## src/rtl/mult_div_pkg.sv

```systemverilog
// Shared types and constants for the iterative multiply/divide engine.
// Latency: none (declarations only).
// Backpressure: none (declarations only).
package mult_div_pkg;

   // Default operand width; HI and LO are each this wide.
   localparam int DEFAULT_WIDTH = 32;

   // Every quotient bit is set when the divisor is zero.
   localparam logic DIV0_Q_BIT = 1'b1;
   localparam logic [DEFAULT_WIDTH-1:0] DIV0_QUOTIENT = {DEFAULT_WIDTH{DIV0_Q_BIT}};

   // Sequencer states.
   typedef enum logic [1:0] {
      IDLE = 2'd0,
      MUL  = 2'd1,
      DIV  = 2'd2,
      FIX  = 2'd3
   } state_t;

endpackage

```

## src/rtl/mult_div_unit_twos_comp_abs.sv

```systemverilog
// Conditional two's-complement negate; gives magnitudes and re-applies result signs.
// Latency: purely combinational.
// Backpressure: none.
module twos_comp_abs #(
   parameter int W = 32
) (
   input  logic [W-1:0] value,
   input  logic         negate,
   output logic [W-1:0] result
);

   // Invert-and-increment when negate is set; the most negative value maps to itself,
   // which is the correct unsigned magnitude.
   always_comb begin
      result = negate ? (~value + {{(W-1){1'b0}}, 1'b1}) : value;
   end

endmodule

```

## src/rtl/mult_div_unit.sv

```systemverilog
// Iterative signed multiply (shift-add) / divide (restoring) engine; optional div_zero flag under MULT_DIV_DIV0_FLAG_EN.
// Latency: start accepted at edge E0, done pulses after edge E(WIDTH+1); divide by zero after E2.
// Backpressure: starts arriving while busy are ignored; done is a one-cycle pulse with no ready.
module mult_div_unit
   import mult_div_pkg::*;
#(
   parameter int WIDTH = DEFAULT_WIDTH
) (
   input  logic             clk,
   input  logic             reset,
   input  logic             mult_start,
   input  logic             div_start,
   input  logic [WIDTH-1:0] op_a,
   input  logic [WIDTH-1:0] op_b,
   output logic             mult_done,
   output logic             div_done,
   output logic             busy,
   output logic [WIDTH-1:0] hi,
   output logic [WIDTH-1:0] lo
`ifdef MULT_DIV_DIV0_FLAG_EN
   ,
   output logic             div_zero
`endif
);

   localparam int CW = $clog2(WIDTH);

   state_t             state;
   logic [2*WIDTH-1:0] acc;      // mult: {partial product, multiplier}; div: {remainder, quotient}
   logic [WIDTH-1:0]   opnd;     // multiplicand or divisor magnitude
   logic [CW-1:0]      cnt;
   logic               is_mul;
   logic               res_neg;  // product / quotient sign
   logic               dvd_neg;  // remainder follows the dividend sign
   logic               div0;

   logic [WIDTH-1:0]   mag_a, mag_b;
   logic [2*WIDTH-1:0] prod_fix;
   logic [WIDTH-1:0]   quo_fix, rem_fix;

   logic [WIDTH:0]     mul_sum, div_sh, div_diff;
   logic [2*WIDTH-1:0] mul_next, div_next;

   twos_comp_abs #(.W(WIDTH))   u_abs_a (.value(op_a), .negate(op_a[WIDTH-1]), .result(mag_a));
   twos_comp_abs #(.W(WIDTH))   u_abs_b (.value(op_b), .negate(op_b[WIDTH-1]), .result(mag_b));
   twos_comp_abs #(.W(2*WIDTH)) u_fix_p (.value(acc), .negate(res_neg), .result(prod_fix));
   twos_comp_abs #(.W(WIDTH))   u_fix_q (.value(acc[WIDTH-1:0]), .negate(res_neg & ~div0), .result(quo_fix));
   twos_comp_abs #(.W(WIDTH))   u_fix_r (.value(acc[2*WIDTH-1:WIDTH]), .negate(dvd_neg), .result(rem_fix));

   // One iteration of each algorithm, computed from the current accumulator.
   always_comb begin
      mul_sum  = {1'b0, acc[2*WIDTH-1:WIDTH]} + (acc[0] ? {1'b0, opnd} : '0);
      mul_next = {mul_sum, acc[WIDTH-1:1]};
      div_sh   = {acc[2*WIDTH-1:WIDTH], acc[WIDTH-1]};
      div_diff = div_sh - {1'b0, opnd};
      if (div_diff[WIDTH]) begin
         div_next = {div_sh[WIDTH-1:0], acc[WIDTH-2:0], 1'b0};
      end else begin
         div_next = {div_diff[WIDTH-1:0], acc[WIDTH-2:0], 1'b1};
      end
   end

   // Sequencer with registered results, done pulses and busy.
   always_ff @(posedge clk or posedge reset) begin
      if (reset) begin
         state     <= IDLE;
         acc       <= '0;
         opnd      <= '0;
         cnt       <= '0;
         is_mul    <= 1'b0;
         res_neg   <= 1'b0;
         dvd_neg   <= 1'b0;
         div0      <= 1'b0;
         hi        <= '0;
         lo        <= '0;
         busy      <= 1'b0;
         mult_done <= 1'b0;
         div_done  <= 1'b0;
`ifdef MULT_DIV_DIV0_FLAG_EN
         div_zero  <= 1'b0;
`endif
      end else begin
         mult_done <= 1'b0;
         div_done  <= 1'b0;
         case (state)
            IDLE: begin
               if (mult_start || div_start) begin
                  // Multiply wins when both starts arrive together.
                  is_mul  <= mult_start;
                  acc     <= {{WIDTH{1'b0}}, (mult_start ? mag_b : mag_a)};
                  opnd    <= mult_start ? mag_a : mag_b;
                  res_neg <= op_a[WIDTH-1] ^ op_b[WIDTH-1];
                  dvd_neg <= ~mult_start & op_a[WIDTH-1];
                  div0    <= 1'b0;
                  cnt     <= '0;
                  busy    <= 1'b1;
                  state   <= mult_start ? MUL : DIV;
`ifdef MULT_DIV_DIV0_FLAG_EN
                  div_zero <= 1'b0;
`endif
               end
            end
            MUL: begin
               acc <= mul_next;
               cnt <= cnt + CW'(1);
               if (cnt == CW'(WIDTH-1)) state <= FIX;
            end
            DIV: begin
               if (opnd == '0) begin
                  // Remainder slot keeps |dividend| so sign fixing restores op_a.
                  acc   <= {acc[WIDTH-1:0], {WIDTH{DIV0_Q_BIT}}};
                  div0  <= 1'b1;
                  state <= FIX;
               end else begin
                  acc <= div_next;
                  cnt <= cnt + CW'(1);
                  if (cnt == CW'(WIDTH-1)) state <= FIX;
               end
            end
            FIX: begin
               if (is_mul) begin
                  {hi, lo}  <= prod_fix;
                  mult_done <= 1'b1;
               end else begin
                  hi       <= rem_fix;
                  lo       <= quo_fix;
                  div_done <= 1'b1;
`ifdef MULT_DIV_DIV0_FLAG_EN
                  div_zero <= div0;
`endif
               end
               busy  <= 1'b0;
               state <= IDLE;
            end
            default: state <= IDLE;
         endcase
      end
   end

endmodule
```

## config.mk

```make
export PLATFORM = sky130hd
export DESIGN_NAME = mult_div_unit
export DESIGN_NICKNAME = d
export VERILOG_FILES = /design/src/rtl/mult_div_pkg.sv /design/src/rtl/mult_div_unit_twos_comp_abs.sv /design/src/rtl/mult_div_unit.sv
export SDC_FILE = /design/constraint.sdc
export NUM_CORES = 1
export LEC_CHECK = 0
export ABC_CLOCK_PERIOD_IN_PS = 8200
export CAP_MARGIN = 30
export CORE_UTILIZATION = 40
export CTS_CLUSTER_DIAMETER = 80
export CTS_CLUSTER_SIZE = 10
export DETAILED_ROUTE_END_ITERATION = 10
export GPL_TIMING_DRIVEN = 0
export SETUP_SLACK_MARGIN = 0.1
export SYNTH_ARGS = -nofsm -noshare
export SYNTH_HDL_FRONTEND = slang
export SYNTH_SLANG_ARGS = --single-unit
```

## constraint.sdc

```tcl
create_clock -name clk -period 8.2 [get_ports clk]
set_clock_uncertainty 0.1 [all_clocks]
set_input_delay 0.82 -clock clk [delete_from_list [all_inputs] [get_ports clk]]
set_output_delay 0.82 -clock clk [all_outputs]
set_load 0.05 [all_outputs]
```

==> run metrics <==
hpwl dp=between 50000 and 60000 microns; CTS tree=yes; Final #Nets=roughly 2300; Layout Utilization=between 40% and 50%; initial antenna violation count=1; num rows=slightly above 70; area of the core=37580 sq um; Cell variety after synth=83; PostCTS Resize Cnt=0; Worst Hold Slack=0.4063 ns; max cap viols=0; Synthesized Nets=~2100; post-synthesis simple-gate area fraction=19.70%; wire per inst=around 24 microns; final setup violation count=0; Peak VDD IR=roughly 270 uV; fmax=180.7 MHz; Residual DRC=0; Clk Latency, worst-skew pair=~0.45 ns; via count=16120; Sequential Power Share=21.2%; Congestion Overflow GR=0; die area=just under 40000 sq um; r2r startpoint=acc[31]$_DFFE_PP0P_; Crit path buffers/inverters=3; H-tree depth=4; Yosys reg bits=approximately 170; Crit. End Element=flip-flop; fraction of power consumed by the clock network=between 10% and 20%; Fin. Hold Viols=0; Synth Area per Inst=~7.7 sq um; XOR/XNOR Fraction of Synth Area=9.838%; Netlist Area Pre-Place=around 15000 sq um; Initial Utilization=between 40% and 50%; Gate power share=approximately two thirds; min-delay src=hi[29]$_DFFE_PP0P_; Post-CTS Hold Buffers=0; arrival time worst endpoint=5.76 ns; internal power=about 3.6 mW; setup bufs post-CTS=0; drt initial violations=1443; Worst Tran Pin Value=0.9542 ns; crit path from=acc[31]$_DFFE_PP0P_; RSZ-0062 raised after global routing=false; WP data required=8.42 ns; Clock Sinks=around 170; Max Root-Sink Buffers=2; ys async rst share=100.0%; power per standard cell area=around 460 nW/um^2; adder-cell share of the synthesized area=roughly 6.4%; total routed wirelength=between 60000 and 70000 microns; Layout area overhead=17.15%; count of flip-flops with a built-in enable after synthesis=0; pin count of the biggest net entering global routing=roughly 100; IO Pins=between 100 and 150; minimum clock period=5.535 ns; total CTS buffers=17; top_reg_cell synth=dfrtp_1; Net Sw Frac=about 56%; Yosys top cell by area=dfrtp_1; cell family with the largest share of critical-path delay=compound AO/OA/AOI/OAI gates; Max Slew Vio Count=0; slack of the critical path=roughly 2.7 ns; first-pass GRT wire length=about 96000 microns; detail-routed via count per cell=6.056; Clock Tree Root=clkbuf_16; status=finished, final reports clean; crit path kind=reg -> reg; First-pass DRT Iterations=8; critical path, cell by cell=inv_1 > ha_1 > inv_1 > fa_1 > a211oi_1 > o21ai_0 > o21ai_0 > a211oi_1 > or2_2 > a311oi_1 > clkbuf_1 > nor2_1 > a221oi_1 > a31oi_1; layout cells sized above 1=between 4 and 5%; Port Buf Inserts=roughly 130; Sw Pwr=between 4 and 5 mW; crit share post-route=67.50%; die span in x=a little under 200 microns; Seq/Total Area, Yosys=between 20% and 30%; CP max stage delay=around 0.77 ns; die height=197.1 microns; largest family of logic cells by synthesized area=compound AO/OA/AOI/OAI gates; Leak Pwr=around 7.4 nW; yosys warns=0; Hold/Removal Path Class=reg -> reg; CTS clk-pin slew, worst paths=around 0.07 ns; slowest library cell on the worst path=clkbuf_1; Compound-Gate Fraction of Synth Area=roughly a quarter; Slew headroom=between 30% and 40%; CP Max Fanout=10; vias in the first global route=between 15000 and 20000; multiplexer share of the synthesized area=3.978%; pre-CTS WS=2.839 ns; setup TNS=0 ns; Placer Congestion=~0.99; Post-Synthesis Cells=around 2000; Area contributors post-synth=dfrtp_1 29%, a21oi_1 6.8%, o21ai_0 6.5%; Synth top area share=28.60%; startpoint class of the critical path=flip-flop; antenna viol nets, final=0; Total GRT Usage=33.15%
-- kinds of logic after synthesis --
family / Yosys count
xor gates and xnor gates: 171
adders and majority gates: 77
AOI/OAI and AO/OA: 648
buffers and inverters: 207
DFF: 174
muxes: 55
and+or+nand+nor: 650
-- cell usage after synthesis (all sizes together), types with 17 or more instances --
cell / n
o21ai: 201
nor2: 204
nor3: 27
a31oi: 21
nand3: 47
inv: 73
or3: 17
o31ai: 26
dfrtp: 174
clkbuf: 117
ha: 75
mux2: 44
xor2: 73
nor4: 25
nand2b: 17
a21oi: 210
nand2: 218
a21o: 35
xnor2: 98
-- cells in the final DEF, fill, tap and decap left out, types with 25 or more instances in the layout --
cell	n
nor3_1	27
inv_1	72
nand2_1	218
a21o_1	35
o21ai_0	199
nor4_1	25
xor2_1	73
mux2_2	44
xnor2_1	98
nor2_1	204
o31ai_1	26
nand3_1	47
a21oi_1	208
clkdlybuf4s50_1	133
dfrtp_1	174
ha_1	75
clkbuf_1	118
-- sequential cells by signal (all words and copies together) (netlist names) --
signal / cells
div_done: 1
dvd_neg: 1
res_neg: 1
cnt: 5
hi: 32
busy: 1
state: 2
opnd: 32
mult_done: 1
lo: 32
is_mul: 1
div0: 1
acc: 64
-- power by group through the flow --
stage	Sequential, mW	Clock, mW	Combinational (mW)
global route	1.75	0.889	5.99
floorplan	2.04	0	3.25
detailed placement	1.72	0	5.41
finish	1.72	0.852	5.54
CTS	1.71	0.857	5.44
global placement	1.71	0	5.36
-- layout make-up --
type	instances	area (sq um)
Clock inverter	14	168.9
Clock buffer	18	429.2
Timing Repair Buffer	135	1364
Sequential cell	174	4354
Multi-Input combinational cell	1601	10080
Antenna cell	1	2.502
Buffer	133	511.7
Fill cell	3823	19740
Tap cell	511	639.4
Inverter	74	285.3
-- layer usage --
layer	vias to the layer above	wire length, microns	GRT usage, %	share of wire (%)
li1	7447	-	-	-
met1	7820	27930	44.88	44
met2	703	27640	51.20	43
met3	144	5164	6.249	8.1
met4	2	2948	14.96	4.6
met5	-	10	0	0.016
-- stage by stage --
step                      cell area (sq um)  total power [mW]  cells
after detailed placement              17230             7.129   2628
after global routing                  17830             8.625   2660
after CTS                             17830             8.006   2660
after floorplan                       15220             5.293   1982
after global placement                17190             7.070   2626
final                                 17830             8.116   2661
-- final timing paths --
kind	end	slack, ns	depth (start not counted)
min in group asynchronous	opnd[13]$_DFFE_PP0P_	0.79	2
worst min-delay path	hi[29]$_DFFE_PP0P_	0.41	1
max in group asynchronous	lo[13]$_DFFE_PP0P_	6.32	3
worst min register to register	hi[29]$_DFFE_PP0P_	0.41	1
worst max-delay path	acc[59]$_DFFE_PP0P_	2.67	14
worst max register to register	acc[59]$_DFFE_PP0P_	2.67	14
Power figures use the tool's default switching activity.
